**src/rtl/seq_restoring_divider.sv**
```systemverilog
// Multi-cycle unsigned restoring divider: one quotient bit per clock through a single
// WIDTH+1-bit subtractor, behind a Start/Done handshake.
module seq_restoring_divider #(
    parameter int unsigned WIDTH = 4
) (
    input  logic             clk,
    input  logic             rst_n,
    input  logic             start_i,
    input  logic [WIDTH-1:0] a_i,
    input  logic [WIDTH-1:0] b_i,
    output logic             busy_o,
    output logic             done_o,
    output logic [WIDTH-1:0] quotient_o,
    output logic [WIDTH-1:0] remainder_o,
    output logic             div_by_zero_o
);

    localparam int unsigned CntW = $clog2(WIDTH) + 1;
    localparam logic [CntW-1:0] LastIter = CntW'(WIDTH - 1);

    typedef enum logic [1:0] {StIdle, StRun, StZero, StDone} state_e;

    state_e           state_q;
    logic [WIDTH:0]   r_q;
    logic [WIDTH-1:0] q_q;
    logic [WIDTH-1:0] d_q;
    logic [CntW-1:0]  cnt_q;
    logic             busy_q;
    logic             done_q;
    logic [WIDTH-1:0] quotient_q;
    logic [WIDTH-1:0] remainder_q;
    logic             dbz_q;

    logic [WIDTH:0]   r_shift;
    logic [WIDTH:0]   t_diff;
    logic [WIDTH:0]   r_d;
    logic [WIDTH-1:0] q_d;

    // One restoring step: shift in the next dividend bit, trial-subtract, keep on no borrow.
    always_comb begin
        r_shift = {r_q[WIDTH-1:0], q_q[WIDTH-1]};
        t_diff  = r_shift - {1'b0, d_q};
        r_d     = r_shift;
        q_d     = {q_q[WIDTH-2:0], 1'b0};
        if (!t_diff[WIDTH]) begin
            r_d = t_diff;
            q_d = {q_q[WIDTH-2:0], 1'b1};
        end
    end

    always_ff @(posedge clk or negedge rst_n) begin
        if (!rst_n) begin
            state_q     <= StIdle;
            r_q         <= '0;
            q_q         <= '0;
            d_q         <= '0;
            cnt_q       <= '0;
            busy_q      <= 1'b0;
            done_q      <= 1'b0;
            quotient_q  <= '0;
            remainder_q <= '0;
            dbz_q       <= 1'b0;
        end else begin
            done_q <= 1'b0;
            unique case (state_q)
                StIdle, StDone: begin
                    if (start_i) begin
                        r_q   <= '0;
                        q_q   <= a_i;
                        d_q   <= b_i;
                        cnt_q <= '0;
                        if (b_i == '0) begin
                            state_q <= StZero;
                        end else begin
                            state_q <= StRun;
                            busy_q  <= 1'b1;
                        end
                    end else begin
                        state_q <= StIdle;
                    end
                end
                StRun: begin
                    r_q   <= r_d;
                    q_q   <= q_d;
                    cnt_q <= cnt_q + 1'b1;
                    if (cnt_q == LastIter) begin
                        state_q     <= StDone;
                        busy_q      <= 1'b0;
                        done_q      <= 1'b1;
                        quotient_q  <= q_d;
                        remainder_q <= r_d[WIDTH-1:0];
                        dbz_q       <= 1'b0;
                    end
                end
                // Divide-by-zero bypasses the datapath; q_q still holds the captured dividend.
                StZero: begin
                    state_q     <= StDone;
                    done_q      <= 1'b1;
                    quotient_q  <= '1;
                    remainder_q <= q_q;
                    dbz_q       <= 1'b1;
                end
                default: state_q <= StIdle;
            endcase
        end
    end

    assign busy_o        = busy_q;
    assign done_o        = done_q;
    assign quotient_o    = quotient_q;
    assign remainder_o   = remainder_q;
    assign div_by_zero_o = dbz_q;

endmodule

```
**config.mk**
```make
export PLATFORM = sky130hd
export DESIGN_NAME = seq_restoring_divider
export DESIGN_NICKNAME = d
export VERILOG_FILES = /design/src/rtl/seq_restoring_divider.sv
export SDC_FILE = /design/constraint.sdc
export NUM_CORES = 1
export LEC_CHECK = 0
export BUFFER_PORTS_ARGS = -buffer_cell sky130_fd_sc_hd__buf_2
export CORE_ASPECT_RATIO = 0.5
export CORE_UTILIZATION = 55
export CTS_BUF_LIST = sky130_fd_sc_hd__clkbuf_8
export CTS_CLUSTER_SIZE = 16
export DETAILED_ROUTE_END_ITERATION = 8
export GPL_TIMING_DRIVEN = 0
export PLACE_DENSITY_LB_ADDON = 0.05
export SYNTH_ARGS = -nofsm -noshare
export SYNTH_HDL_FRONTEND = slang
export SYNTH_SLANG_ARGS = --single-unit
```
**constraint.sdc**
```tcl
create_clock -name clk -period 2.6 [get_ports clk]
set_clock_uncertainty 0.05 [all_clocks]
set_input_delay 0.52 -clock clk [delete_from_list [all_inputs] [get_ports clk]]
set_output_delay 0.52 -clock clk [all_outputs]
set_load 0.1 [all_outputs]
```
==> qor.txt <==
========================================================================================================
Status                                                                                      complete, no violations
Leading register cell type out of synthesis                                                 sky130_fd_sc_hd__dfrtp_1
Mean routed wirelength per cell                                                                 13.70 µm
Final wirelength                                                                                 2823 µm
CP Max Fanout                                                                                          5
Starting Density                                                                                  62.63%
FF-to-FF End                                                                                remainder_o[0]
Die width                                                                                       75.74 µm
Setup TNS after final layout                                                                        0 ns
Post-synth EDFFs                                                                                       0
Slew margin rel.                                                                                  52.18%
DRC Markers                                                                                            0
FMAX                                                                                           411.6 MHz
Area share of xor/xnor cells in the synthesized design                                            3.013%
Post-CTS clock slew at the launch and capture registers of the worst setup and hold paths        0.09 ns
Worst Setup Start Kind                                                                              flop
Tcrit/Tclk final                                                                                  93.44%
CP Capture Point                                                                            remainder_o[0]
Cell count after synthesis                                                                           146
Number of hold buffers added after CTS                                                                 0
Net count, final                                                                                     193
Area growth from synthesis to layout                                                              13.97%
Net count after synthesis                                                                            166
Worst setup path start                                                                            q_q[3]
Vert. Die Dim                                                                                   38.87 µm
Clock latency on the worst-skew pair                                                             0.27 ns
Mean number of vias per cell                                                                       5.432
Via count                                                                                           1119
First-iteration detailed-routing DRC count                                                            79
First drt pass iteration count                                                                         4
Sequential area share after synthesis                                                             46.86%
Fraction of registers with async set/reset                                                        100.0%
Remaining global-route overflow                                                                        0
Main combinational cell family by area after synthesis                                      compound AO/OA/AOI/OAI gates
Count of endpoints failing setup in the final report                                                   0
Shortest clock period the worst path allows after layout                                        2.429 ns
Logic depth of the worst register-to-register path                                                     8
Count of final hold-check violations                                                                   0
Post-synthesis mux area share                                                                     11.72%
DP HPWL                                                                                          2120 µm
Worst hold path type                                                                         in -> async
Wire length of the first global-routing pass                                                     4726 µm
Setup repair after global routing missed its margin                                                   no
Area of the core                                                                            0.002387 mm²
Post-Synth Adder-Cell Area                                                                        8.033%
Synth Area in Simple Gates                                                                        9.707%
Antenna diodes                                                                                         0
Post-synthesis instance area                                                                0.001495 mm²
Routability congestion estimate                                                                   0.8084
Sink count of the clock tree                                                                          28
Kind of critical path                                                                         reg -> reg
Maximum Capacitance Violations                                                                         0
Max-slew violations                                                                                    0
Launch instance of the worst register-to-register path                                            q_q[3]
Initial antenna violation count                                                                        0
Number of distinct library cells after synthesis                                                      33
Number of rows created at floorplan                                                                   12
Compound-Gate Fraction of Synth Area                                                              16.32%
Largest buffer count on any clock path                                                                 2
Final ANT Viol Nets                                                                                    0
CTS Buf Count                                                                                          3
Top-area cell type share of the netlist area                                                      46.86%
Worst Path Required                                                                              2.74 ns
Buffer cell driving the clock tree root                                                     sky130_fd_sc_hd__clkbuf_8
Mean post-synth cell area                                                                      10.24 µm²
Top-level I/O count                                                                                   22
Register-to-register setup slack                                                                 0.17 ns
Number of H-tree levels                                                                                1
Worst Setup End Kind                                                                                flop
Area contributors post-synth                                                                sky130_fd_sc_hd__dfrtp_1 47%, sky130_fd_sc_hd__ha_1 6.7%, sky130_fd_sc_hd__mux2i_1 6.7%
Count of yosys warnings during synthesis                                                               0
Biggest area consumer among synthesized cells                                               sky130_fd_sc_hd__dfrtp_1
Data arrival, critical path                                                                      2.57 ns
Input/output buffers                                                                                  21
Clock tree from TritonCTS                                                                          built
Synthesis-stage register bit count                                                                    28
Overall global routing resource usage                                                             23.23%
Transition time at the pin with the least slew margin                                          0.7109 ns
Fraction of layout cells with a size suffix above 1                                               21.05%
Vias in the first global route                                                                       999
Maximum number of pins on one net before global-route repair                                          29
Area of the die                                                                             0.002944 mm²
========================================================================================================
## Yosys cell counts (2+ instances only)
library cell and count:
sky130_fd_sc_hd__a21oi_1 9, sky130_fd_sc_hd__a22oi_1 2, sky130_fd_sc_hd__buf_1 2, sky130_fd_sc_hd__clkbuf_1 3
sky130_fd_sc_hd__dfrtp_1 28, sky130_fd_sc_hd__ha_1 8, sky130_fd_sc_hd__inv_1 11, sky130_fd_sc_hd__mux2_2 4
sky130_fd_sc_hd__mux2_4 2, sky130_fd_sc_hd__mux2i_1 10, sky130_fd_sc_hd__nand2_1 15, sky130_fd_sc_hd__nand2b_1 2
sky130_fd_sc_hd__nor2_1 8, sky130_fd_sc_hd__nor3_1 4, sky130_fd_sc_hd__o21ai_0 15, sky130_fd_sc_hd__o21ai_1 2
sky130_fd_sc_hd__o221ai_1 2, sky130_fd_sc_hd__o22ai_1 4
## worst max-delay path, cell delays in order (launching register included)
cell and delay (ns):
sky130_fd_sc_hd__dfrtp_1 0.40, sky130_fd_sc_hd__inv_1 0.07, sky130_fd_sc_hd__ha_1 0.23, sky130_fd_sc_hd__fa_1 0.40, sky130_fd_sc_hd__nand2b_1 0.19, sky130_fd_sc_hd__a21oi_4 0.19
sky130_fd_sc_hd__xor2_4 0.28, sky130_fd_sc_hd__mux2_4 0.34, sky130_fd_sc_hd__o221ai_1 0.19
## registers in the layout, summed over array words and instances, names as in the netlist
| signal | flops |
|---|---|
| div_by_zero_o | 1 |
| cnt_q | 3 |
| r_q | 4 |
| done_o | 1 |
| busy_o | 1 |
| state_q | 2 |
| d_q | 4 |
| q_q | 4 |
| quotient_o | 4 |
| remainder_o | 4 |
## metrics by stage
| stage | setup WS [ns] | utilization [%] | area, µm² | hold slack, ns | cells |
|---|---|---|---|---|---|
| 2_1_floorplan | 0.3382 | - | 1495 | 0.1744 | 146 |
| 3_3_place_gp | 0.1430 | 68.87 | 1644 | 0.4132 | 202 |
| 3_5_place_dp | 0.1089 | 68.87 | 1644 | 0.4214 | 202 |
| 4_1_cts | 0.07882 | 70.60 | 1685 | 0.2223 | 205 |
| 5_1_grt | 0.02156 | 71.38 | 1704 | 0.2435 | 206 |
| 6_report | 0.1706 | 71.38 | 1704 | 0.1941 | 206 |
## kinds of logic (layout without fill, tap and decap cells)
logic type	after synthesis	in the layout
AO/OA/AOI/OAI	40	40
XOR/XNOR	3	3
adder cells (fa/ha/maj)	9	9
buffers and inverters	17	42
flip-flops	28	28
multiplexers	16	16
AND/OR/NAND/NOR	33	33
## layer usage
| layer | GRT usage [%] | vias to the layer above | share of wire, % |
|---|---|---|---|
| li1 | - | 564 | - |
| met2 | 35.27 | 33 | 40 |
| met1 | 33.67 | 519 | 54 |
| met5 | 0 | - | 0 |
| met4 | 4.167 | 0 | 0.28 |
| met3 | 6.250 | 3 | 6.2 |
## what timing repair did
action	CTS	global route
endpoints found under the setup margin	0	3
resized for setup	0	2
setup buffers	0	1
## layout make-up
| class | count | area [µm²] |
|---|---|---|
| clock buffers | 3 | 41.29 |
| fillers | 209 | 683.2 |
| repair buffers | 22 | 112.6 |
| flip-flops and latches | 28 | 700.7 |
| inverters | 11 | 41.29 |
| well taps | 35 | 43.79 |
| multi-input cells | 101 | 740.7 |
| plain buffers | 6 | 23.77 |
## cells in the final DEF (no fill, tap or decap), types with 2 or more instances in the layout
master,instances
sky130_fd_sc_hd__a21oi_1,9
sky130_fd_sc_hd__a22oi_1,2
sky130_fd_sc_hd__buf_1,2
sky130_fd_sc_hd__buf_2,22
sky130_fd_sc_hd__clkbuf_1,3
sky130_fd_sc_hd__clkbuf_8,3
sky130_fd_sc_hd__dfrtp_1,28
sky130_fd_sc_hd__ha_1,8
sky130_fd_sc_hd__inv_1,11
sky130_fd_sc_hd__mux2_2,4
sky130_fd_sc_hd__mux2_4,2
sky130_fd_sc_hd__mux2i_1,9
sky130_fd_sc_hd__nand2_1,15
sky130_fd_sc_hd__nand2b_1,2
sky130_fd_sc_hd__nor2_1,8
sky130_fd_sc_hd__nor3_1,4
sky130_fd_sc_hd__o21ai_0,15
sky130_fd_sc_hd__o21ai_1,2
sky130_fd_sc_hd__o221ai_1,2
sky130_fd_sc_hd__o22ai_1,4
## worst min path at each step
| stage | from | endpoint | slack [ns] | depth (start not counted) |
|---|---|---|---|---|
| final | rst_n | q_q[0] | 0.19 | 1 |
| after detailed placement | cnt_q[2] | cnt_q[2] | 0.42 | 2 |
| after global routing | rst_n | remainder_o[1] | 0.24 | 1 |
| after CTS | rst_n | quotient_o[1] | 0.22 | 1 |
| after global placement | cnt_q[2] | cnt_q[2] | 0.41 | 2 |
| after floorplan | rst_n | busy_o | 0.17 | 0 |
Power is left out: the tool's default activity adds up to more than one toggle a clock period on the data nets, which glitch-free logic cannot reach.
